==> src/rtl/jtframe_cen_ctrl.sv <==
// Fractional CPU clock-enable (rate num/den of clk) with req/ack rate changes at cen boundaries,
// pause/resume and waitn gating. Optional JTFRAME_CEN_RECOVERY_EN replays hits lost to waitn.
module jtframe_cen_ctrl #(
    parameter int W    = 10,
    parameter int NUM0 = 1,
    parameter int DEN0 = 4,
    parameter int MW   = 4
)(
    input  logic         clk,
    input  logic         rst,
    input  logic [W-1:0] num,
    input  logic [W-1:0] den,
    input  logic         cfg_req,
    output logic         cfg_ack,
    output logic         cfg_err,
    input  logic         pause_req,
    output logic         paused,
    input  logic         waitn,
    output logic         cen
);

    typedef enum logic {RUN, PAUSED} state_t;

    state_t       state, state_nx;
    logic [W-1:0] num_r, den_r;
    logic [W:0]   acc, acc_nx, sum;
    logic         hit, bad, seen, apply, armed, rec;

    always_comb begin
        state_nx = state;
        case (state)
            RUN:    if (hit && pause_req) state_nx = PAUSED;
            PAUSED: if (!pause_req)       state_nx = RUN;
        endcase
    end

    always_comb begin
        sum   = acc + {1'b0, num_r};
        hit   = (state == RUN) && (sum >= {1'b0, den_r});
        bad   = (den == '0) || (num > den);
        seen  = cfg_req && armed;
        // a valid rate change lands right after a boundary, so no CPU cycle is ever shortened
        apply = seen && !bad && (hit || state == PAUSED);
        acc_nx = acc;
        if (apply)
            acc_nx = '0;
        else if (hit)
            acc_nx = sum - {1'b0, den_r};
        else if (state == RUN)
            acc_nx = sum;
    end

`ifdef JTFRAME_CEN_RECOVERY_EN
    logic [MW-1:0] miss;

    // replayed pulses never follow a cen directly and never collide with a natural hit
    assign rec = (state == RUN) && waitn && (miss != '0) && !hit && !cen;

    always_ff @(posedge clk) begin
        if (rst)
            miss <= '0;
        else if (apply)
            miss <= '0;
        else if (hit && !waitn) begin
            if (miss != '1)
                miss <= miss + 1'b1;
        end else if (rec)
            miss <= miss - 1'b1;
    end
`else
    assign rec = 1'b0;
`endif

    always_ff @(posedge clk) begin
        if (rst) begin
            state   <= RUN;
            num_r   <= W'(NUM0);
            den_r   <= W'(DEN0);
            acc     <= '0;
            cen     <= 1'b0;
            cfg_ack <= 1'b0;
            cfg_err <= 1'b0;
            armed   <= 1'b1;
        end else begin
            state   <= state_nx;
            acc     <= acc_nx;
            cen     <= (hit && waitn) || rec;
            cfg_ack <= seen && (bad || apply);
            cfg_err <= seen && bad;
            if (apply) begin
                num_r <= num;
                den_r <= den;
            end
            // a held request is served once; it must drop before the next one counts
            if (!cfg_req)
                armed <= 1'b1;
            else if (seen && (bad || apply))
                armed <= 1'b0;
        end
    end

    assign paused = (state == PAUSED);

endmodule

==> config.mk <==
export PLATFORM = sky130hd
export DESIGN_NAME = jtframe_cen_ctrl
export DESIGN_NICKNAME = d
export VERILOG_FILES = /design/src/rtl/jtframe_cen_ctrl.sv
export SDC_FILE = /design/constraint.sdc
export NUM_CORES = 1
export LEC_CHECK = 0
export BUFFER_PORTS_ARGS = -buffer_cell sky130_fd_sc_hd__buf_2
export CAP_MARGIN = 15
export CORE_ASPECT_RATIO = 0.7
export CORE_UTILIZATION = 52
export DETAILED_ROUTE_END_ITERATION = 12
export MAX_ROUTING_LAYER = met4
export PLACE_DENSITY_LB_ADDON = 0.05
export SYNTH_ARGS = -nofsm -noshare
export SYNTH_HDL_FRONTEND = slang
export SYNTH_SLANG_ARGS = --single-unit
==> constraint.sdc <==
create_clock -name clk -period 3.3 [get_ports clk]
set_input_delay 0.66 -clock clk [delete_from_list [all_inputs] [get_ports clk]]
set_output_delay 0.66 -clock clk [all_outputs]
set_load 0.01 [all_outputs]
==> run_results.csv, run 1 <==
group,metric,value,unit
logic_synthesis,yosys_register_bits,36,
cts,clock_latency,290,ps
drt,drtIter0Drc,153,
cells_and_area,area_growth,33.2,%
drt,final_antenna_net_count,0,
cts,ctsHoldBuffers,0,
grt,track_usage,30.0,%
grt,grt_pass1_vias,2343,
cts,cts.sinks,36,
sta,relSlewSlack,61.0,%
place,dpl.hpwl,5250,um
cells_and_area,finalNonFillerCells,461,
setup_path,regToRegSetupSlack,-440,ps
logic_synthesis,yosys-top-cells-count,"dfxtp_1 (36), ha_1 (30), nor2_1 (29), inv_1 (28), mux2i_1 (23)",
hold_path,hold_end,"cfg_ack",
place,dp_cells,437,
hold_path,min_path_type,"flop to flop",
sta,clock.fmax,267,MHz
floorplanning,die_area,0.00539,mm^2
sta,rsz0062_at_grt,"yes",
floorplanning,core,0.00483,mm^2
cts,clockRootBuffer,"clkbuf_8",
setup_path,slowest_delay,370,ps
grt,antenna_found_initial,0,
logic_synthesis,synth_area,0.00265,mm^2
setup_path,cp_max_fo,7,
cts,cts_tree,"yes",
setup_path,critPathSlowestCell,"a221o_1",
drt,drt_wl_total,7350,um
logic_synthesis,ys_seq_area_share,27.2,%
sta,setup_ws,-441,ps
power,ir_worst_vdd,972,uV
setup_path,cp-end-kind,"flop",
drt,avgRoutedWirePerCell,15.9,um
logic_synthesis,synth_area_leaders,"dfxtp_1 (27%), ha_1 (14%), mux2i_1 (8.7%)",
logic_synthesis,yosysMostFrequentCell,"dfxtp_1",
flow_run,cap_violations,0,
floorplanning,die_h,61.7,um
power,p_leak,1.76,nW
setup_path,r2r_start,"acc[0]",
logic_synthesis,synthCells,302,
grt,overflow,0,
drt,vias,2496,
hold_path,min_from,"armed",
cells_and_area,stdcell_area,0.00353,mm^2
setup_path,arrival,3910,ps
setup_path,cp.required,3470,ps
cells_and_area,final_nets,448,
logic_synthesis,yosysWarnings,0,
logic_synthesis,synth_top_cell_area_share,27.2,%
cts,clk_pin_slew,80,ps
logic_synthesis,syn_nets,359,
setup_path,path_class,"flop to flop",
setup_path,reg2reg_depth,16,
floorplanning,top_level_ports,29,
drt,route.detailed.drc,0,
setup_path,start_kind,"flop",
drt,viasPerCell,5.41,
sta,worst_pin_slew,584,ps
place,placed_area,0.00320,mm^2
floorplanning,num_rows,21,
sta,period_minus_slack,3740,ps
grt,grt_max_degree,25,
cells_and_area,nFillCells,400,
sta,hold_viol,0,
drt,drt_pass1_iterations,4,
hold_path,hold_depth,2,
floorplanning,die-width,87.3,um
cts,cts_buffer_depth,2,
cells_and_area,drive_gt1_share,30.6,%
logic_synthesis,syn_avg_cell_area,8.77,um^2
cells_and_area,antenna_cells,0,
setup_path,startpoint,"acc[0]",
sta,finalCritPeriodShare,113,%
logic_synthesis,synth_edf_count,0,
place,routabilityCongestion,0.823,
cts,cts_max_level,2,
sta,final-max-slew-violation-count,0,
logic_synthesis,ys_types,55,
setup_path,crit_chain,"ha_4 > fa_2 > a211o_1 > a21oi_2 > o21ai_1 > xor2_1 > ha_1 > and3_4 > and2_4 > a221o_1 > o41ai_4 > buf_6 > buf_12 > buf_16 > mux2i_1 > nor2_1",
setup_path,r2r-end,"num_r[7]",
outcome,violations,"setup timing",
logic_synthesis,synth_ff_type,"dfxtp_1",
grt,grt_pass1_wl,11500,um
sta,fin_worst_skew,5.02,ps
cts,numCtsBuffers,5,
logic_synthesis,async_flop_share,0,%
outcome,outcome,"finished with violations",
logic_synthesis,synth_top_area_cell,"dfxtp_1",
place,portBuffers,28,
floorplanning,start_util,54.8,%
sta,setup_viol,35,
power,p_per_area,1270,mW/mm^2
cells by family after synthesis:
kind of cell	count (synthesis)	synth area share (%)
AOI/OAI and AO/OA	74	19.8
muxes	24	9.12
adders and majority gates	32	15.7
and+or+nand+nor	86	17.2
DFF	36	27.2
xor gates and xnor gates	13	4.30
buffers and inverters	37	6.71
critical path: cells and delay by family, from the launching register on:
family	cells	cell delay (ps)
AOI/OAI and AO/OA	5	1250
xor gates and xnor gates	1	250
adders and majority gates	3	800
buffers and inverters	3	420
DFF	1	340
muxes	1	180
and+or+nand+nor	3	350
cells in the final DEF, fill, tap and decap left out, drive strengths merged, types with 2 or more instances in the layout:
cell type,count
a21o,4
clkbuf,6
o2111a,4
nand2b,8
a211o,2
or2,4
a31oi,2
nor3,4
xor2,8
buf,90
nand2,10
o21ai,9
nor4,3
and3,2
o211a,3
mux2i,23
o21a,5
or3,4
fa,2
and2,2
nor2b,2
o211ai,7
a21oi,21
o311ai,2
and4,2
ha,30
clkinv,2
nand3,9
inv,28
nor2,29
dfxtp,36
xnor2,5
o21bai,2
a211oi,4
nand4,3
where the power goes:
group / switching [mW] / internal (mW) / leakage [nW]
clock network: 0.169 / 0.150 / 0.0414
registers: 0.103 / 0.573 / 0.295
logic: 1.61 / 1.88 / 1.42
per-stage QoR:
step / TNS, ps / util [%] / power, mW / hold slack, ps / setup slack (ps)
after floorplan: -6860 / - / 2.59 / 432 / -294
after global placement: -10610 / 66.2 / 3.56 / 455 / -382
after detailed placement: -11620 / 66.2 / 3.58 / 462 / -429
after CTS: -10250 / 73.3 / 4.44 / 473 / -350
after global routing: -17570 / 73.0 / 4.82 / 492 / -610
final: -12580 / 73.0 / 4.49 / 467 / -441
flip-flops by register name, summed over array words and instances (netlist names):
name,count
num_r,10
acc,11
den_r,10
cen,1
cfg_err,1
cfg_ack,1
armed,1
paused,1
layout make-up:
cell class,count,area (um^2),share of cell area [%]
clock buffer,6,72.6,2.06
timing repair buffer,90,706,20.0
tap,69,86.3,2.45
multi-input combinational,229,1810,51.4
clock inverter,2,16.3,0.461
sequential,36,723,20.5
inverter,29,109,3.09
how the worst max path moves through the flow:
stage / end / depth (start not counted) / slack [ps]
after global routing: num_r[8] / 16 / -610
after CTS: num_r[7] / 16 / -350
after detailed placement: num_r[0] / 14 / -430
after floorplan: num_r[2] / 15 / -290
final: num_r[7] / 16 / -440
after global placement: num_r[0] / 14 / -380
what timing repair did:
action                                  CTS  global route
resized for setup                        16             3
pin swaps                                14             5
endpoints found under the setup margin   35            35
buffers inserted                         13             2
gates cloned                              3             0
per-layer routing:
metal / global-route usage, % / wire length [um]
met3: 4.49 / 311
met2: 47.3 / 3310
met5: - / 0
met1: 41.2 / 3660
met4: 7.03 / 76
No activity file was read; power rests on OpenSTA's default activity.
==> inputs of run 2 (changes only) <==
Settings changed: CORE_ASPECT_RATIO 0.7 to 1.5.
==> run_results.csv, run 2 (synthesis results as in run 1) <==
group,metric,value,unit
outcome,outcome,"finished with violations",
outcome,violations,"setup timing",
sta,clock.fmax,272,MHz
cts,cts_max_level,2,
setup_path,cp-end-kind,"flop",
sta,holdWs,463,ps
sta,fin_worst_skew,7.41,ps
drt,viasPerCell,5.55,
setup_path,path_class,"flop to flop",
power,switching_share,41.7,%
power,seqPwrFrac,15.5,%
floorplanning,die-width,60.3,um
sta,setup_viol,35,
grt,grt_max_degree,25,
cts,numCtsBuffers,5,
power,p_comb_share,76.7,%
setup_path,reg2reg_depth,14,
grt,grt_pass1_wl,10700,um
drt,avgRoutedWirePerCell,15.1,um
cts,clk_pin_slew,70,ps
setup_path,cp_top_family,"compound AO/OA/AOI/OAI gates",
cells_and_area,most-common-layout-cells,"buf_4 (48), dfxtp_1 (34), nor2_1 (29), ha_1 (29)",
place,placed_area,0.00316,mm^2
setup_path,start_kind,"flop",
floorplanning,start_util,54.6,%
cells_and_area,drive_gt1_share,31.1,%
cells_and_area,regMostFlops,"acc",
power,p_leak,1.74,nW
cts,clockRootBuffer,"clkbuf_8",
place,pre_cts_slack,-419,ps
hold_path,hold_end,"cfg_ack",
cells_and_area,final_nets,443,
setup_path,r2r_start,"acc[0]",
setup_path,crit_chain,"ha_4 > fa_2 > a211o_1 > a21oi_2 > o21ai_1 > xor2_1 > ha_1 > and3_4 > and2_4 > a221o_1 > buf_6 > nor3_4 > mux2_2 > o211a_1",
floorplanning,die_h,89.4,um
hold_path,hold_depth,2,
cts,ctsHoldBuffers,0,
sta,relSlewSlack,60.6,%
cells_and_area,stdcell_area,0.00349,mm^2
place,routabilityCongestion,0.919,
hold_path,min_path_type,"flop to flop",
floorplanning,top_level_ports,29,
setup_path,regToRegSetupSlack,-380,ps
cts,cts.sinks,36,
setup_path,startpoint,"acc[0]",
grt,grt_pass1_vias,2442,
drt,final_antenna_net_count,0,
setup_path,cp_max_fo,3,
sta,setup_ws,-382,ps
power,p_sw,1.83,mW
power,clkPwrFrac,7.8,%
sta,period_minus_slack,3680,ps
grt,track_usage,28.1,%
power,intPower,2.56,mW
floorplanning,core,0.00485,mm^2
drt,drt_pass1_iterations,6,
setup_path,cp_num_buf_inv,1,
place,portBuffers,28,
floorplanning,die_area,0.00539,mm^2
sta,hold_viol,0,
flow_run,cap_violations,0,
setup_path,r2r-end,"acc[5]",
cells_and_area,largest_reg_flops,11,
grt,met3_usage,2.89,%
drt,drt_wl_total,6830,um
floorplanning,num_rows,31,
grt,use_met2,47.8,%
hold_path,min_from,"armed",
setup_path,cp.required,3500,ps
grt,overflow,0,
sta,finalCritPeriodShare,112,%
setup_path,slowest_delay,410,ps
grt,use_met1,30.3,%
sta,final-max-slew-violation-count,0,
cells_and_area,final_common_cell,"buf_4",
cells_and_area,area_growth,31.8,%
cts,clock_latency,300,ps
cells_and_area,largestRegisters,"acc: 11 flops, den_r: 10 flops, num_r: 10 flops",
setup_path,arrival,3880,ps
grt,antenna_found_initial,0,
power,power,4.40,mW
drt,route.detailed.drc,0,
setup_path,critPathSlowestCell,"a221o_1",
power,p_per_area,1260,mW/mm^2
sta,worst_pin_slew,590,ps
cells_and_area,antenna_cells,0,
grt,grt_busiest_layer,"met2",
sta,rsz0062_at_grt,"yes",
power,ir_worst_vdd,488,uV
drt,drtIter0Drc,74,
cts,cts_buffer_depth,2,
cts,cts_tree,"yes",
drt,vias,2509,
place,dpl.hpwl,5140,um
[run 2: timing repair]
action | 4_1_cts | 5_1_grt
cloned | 2 | 0
setup endpoints to repair | 35 | 35
resized for setup | 15 | 8
pin swaps | 9 | 8
buffers inserted | 11 | 3
endpoints found under the hold margin | 0 | 0
[run 2: how the worst max path moves through the flow]
stage | to | cells after the start
finish | acc[5] | 14
global route | den_r[1] | 15
CTS | acc[5] | 14
detailed placement | acc[0] | 14
global placement | acc[0] | 14
floorplan | num_r[2] | 15
[run 2: final cells by class]
cell class,count,area (um^2)
clock buffers,7,96.3
fillers,416,1360
flip-flops and latches,36,723
repair buffers,85,647
well taps,66,82.6
inverters,29,109
multi-input cells,229,1830
[run 2: tightest hold or removal path, cell delays in order (launching register included)]
cell and delay [ps]:
dfxtp_1 330, nand2_1 60, nor2_1 30
[run 2: power by group through the flow]
| stage | registers, mW | logic [mW] | clock network, mW |
|---|---|---|---|
| finish | 0.681 | 3.38 | 0.341 |
| global route | 0.696 | 3.65 | 0.365 |
| CTS | 0.678 | 3.19 | 0.349 |
| detailed placement | 0.687 | 2.87 | 0 |
| global placement | 0.681 | 2.84 | 0 |
| floorplan | 0.652 | 1.94 | 0 |
[run 2: through the flow]
| stage | utilization (%) | std cells | setup TNS [ps] |
|---|---|---|---|
| after floorplan | - | 302 | -6860 |
| after global placement | 65.2 | 429 | -11100 |
| after detailed placement | 65.2 | 429 | -12330 |
| after CTS | 70.9 | 449 | -9470 |
| after global routing | 71.9 | 452 | -16600 |
| final | 71.9 | 452 | -10770 |
[run 2: per-layer routing]
layer  wire length [um]  vias up  part of all wire (%)
met4                314        0                   4.6
met5                  0        -                     0
met2               3520       52                    52
met3                140       21                   2.0
met1               2850     1174                    42
li1                   -     1262                     -
==> inputs of run 3 (changes only) <==
Settings changed: PLACE_DENSITY_LB_ADDON 0.05 to 0.25.
==> run_results.csv, run 3 (synthesis results as in run 1) <==
group,metric,value,unit
power,p_comb_share,77.1,%
drt,vias,2507,
drt,viasPerCell,5.53,
cts,cts_tree,"yes",
cells_and_area,final_nets,443,
hold_path,min_from,"armed",
drt,final_antenna_net_count,0,
sta,fin_worst_skew,4.54,ps
power,p_sw,1.85,mW
sta,rsz0062_at_grt,"yes",
drt,drtIter0Drc,61,
drt,route.detailed.drc,0,
setup_path,r2r_start,"acc[0]",
cells_and_area,area_growth,30.7,%
place,portBuffers,28,
floorplanning,die-width,60.3,um
grt,grt_pass1_wl,10900,um
cts,cts.sinks,36,
grt,grt_max_degree,25,
setup_path,cp_max_fo,6,
floorplanning,top_level_ports,29,
hold_path,hold_depth,2,
setup_path,cp.required,3470,ps
cts,clockRootBuffer,"clkbuf_8",
cts,cts_buffer_depth,2,
power,clkPwrFrac,7.4,%
sta,holdWs,473,ps
flow_run,cap_violations,0,
sta,setup_viol,35,
grt,antenna_found_initial,0,
setup_path,r2r-end,"acc[4]",
cts,numCtsBuffers,5,
power,p_per_area,1260,mW/mm^2
floorplanning,die_h,89.4,um
place,dpl.hpwl,5240,um
cts,cts_max_level,2,
floorplanning,die_area,0.00539,mm^2
grt,overflow,0,
hold_path,hold_end,"cfg_ack",
sta,clock.fmax,269,MHz
setup_path,start_kind,"flop",
cts,clk_pin_slew,70,ps
sta,setup_ws,-416,ps
cells_and_area,largest_reg_flops,11,
sta,relSlewSlack,59.2,%
cells_and_area,drive_gt1_share,30.7,%
sta,worst_pin_slew,611,ps
sta,finalCritPeriodShare,113,%
cts,ctsHoldBuffers,0,
floorplanning,core,0.00485,mm^2
setup_path,reg2reg_depth,15,
outcome,violations,"setup timing",
power,switching_share,42.4,%
power,ir_worst_vdd,510,uV
grt,grt_pass1_vias,2390,
cells_and_area,antenna_cells,0,
outcome,outcome,"finished with violations",
sta,period_minus_slack,3720,ps
floorplanning,num_rows,31,
drt,drt_wl_total,6780,um
sta,hold_viol,0,
drt,avgRoutedWirePerCell,15.0,um
setup_path,path_class,"flop to flop",
power,p_leak,1.73,nW
sta,final-max-slew-violation-count,0,
drt,drt_pass1_iterations,4,
hold_path,min_path_type,"flop to flop",
place,routabilityCongestion,0.927,
floorplanning,start_util,54.6,%
cells_and_area,regMostFlops,"acc",
grt,track_usage,28.2,%
power,intPower,2.51,mW
setup_path,arrival,3890,ps
power,seqPwrFrac,15.5,%
cells_and_area,most-common-layout-cells,"buf_4 (50), dfxtp_1 (34), ha_1 (29)",
setup_path,cp-end-kind,"flop",
cts,clock_latency,290,ps
setup_path,regToRegSetupSlack,-420,ps
power,power,4.36,mW
cells_and_area,final_common_cell,"buf_4",
cells_and_area,largestRegisters,"acc: 11 flops, den_r: 10 flops, num_r: 10 flops",
## run 3: cell count changes in the layout (fill, tap and decap cells not counted), moves of 2 or more
cell	before	now
o21ai_1	2	0
o21ai_2	0	2
mux2i_2	4	1
mux2i_1	19	21
clkbuf_1	0	2
buf_4	48	50
buf_16	2	0
## run 3: cell type report
cell class	instances	area [um^2]
clock buffers	8	90.1
inverters	29	109
repair buffers	85	602
flip-flops and latches	36	723
multi-input cells	229	1850
well taps	66	82.6
fillers	378	1390
## run 3: how the worst max path moves through the flow
| stage | startpoint | endpoint | cells past startpoint |
|---|---|---|---|
| floorplan | acc[0] | num_r[2] | 15 |
| global placement | num_r[1] | num_r[0] | 14 |
| detailed placement | num_r[1] | num_r[0] | 14 |
| CTS | acc[0] | acc[5] | 14 |
| global route | num_r[0] | acc[4] | 15 |
| finish | acc[0] | acc[4] | 15 |
## run 3: critical path: stages (launching register included)
cell     delay (ps)
dfxtp_2         340
ha_4            160
fa_2            340
a211o_1         310
a21oi_2         210
o21ai_2          90
xor2_1          170
ha_1            380
and3_4          190
and2_4          130
a221o_1         410
buf_6           150
nor3_4          190
buf_6           180
mux2i_2         240
a21oi_1          90
## run 3: stage by stage
stage               cells  TNS [ps]  utilization [%]  instance area (um^2)  setup slack [ps]
CTS                   449    -10520             69.8                  3380              -358
finish                453    -12600             71.4                  3460              -416
global placement      428    -10690             64.7                  3140              -366
detailed placement    428    -13190             64.7                  3140              -455
global route          453    -17580             71.4                  3460              -562
floorplan             302     -6860                -                  2680              -294
## run 3: timing repair
item	CTS	global route
gates resized for setup	17	12
pin swaps	13	11
endpoints found under the setup margin	35	35
gates cloned	2	0
hold endpoints to repair	0	0
buffers inserted	11	4
## run 3: metal layers
metal | up-vias | routed length [um] | global-route usage (%)
met1 | 1153 | 2830 | 32.3
met2 | 65 | 3490 | 48.0
li1 | 1267 | - | -
met3 | 22 | 162 | 3.04
met4 | 0 | 298 | 13.1
met5 | - | 0 | -
## run 3: power by group through the flow
stage	Clock, mW	Combinational, mW	Sequential [mW]
floorplan	0	1.94	0.652
global placement	0	2.77	0.679
detailed placement	0	2.83	0.684
CTS	0.327	3.09	0.677
global route	0.342	3.67	0.694
finish	0.323	3.36	0.678
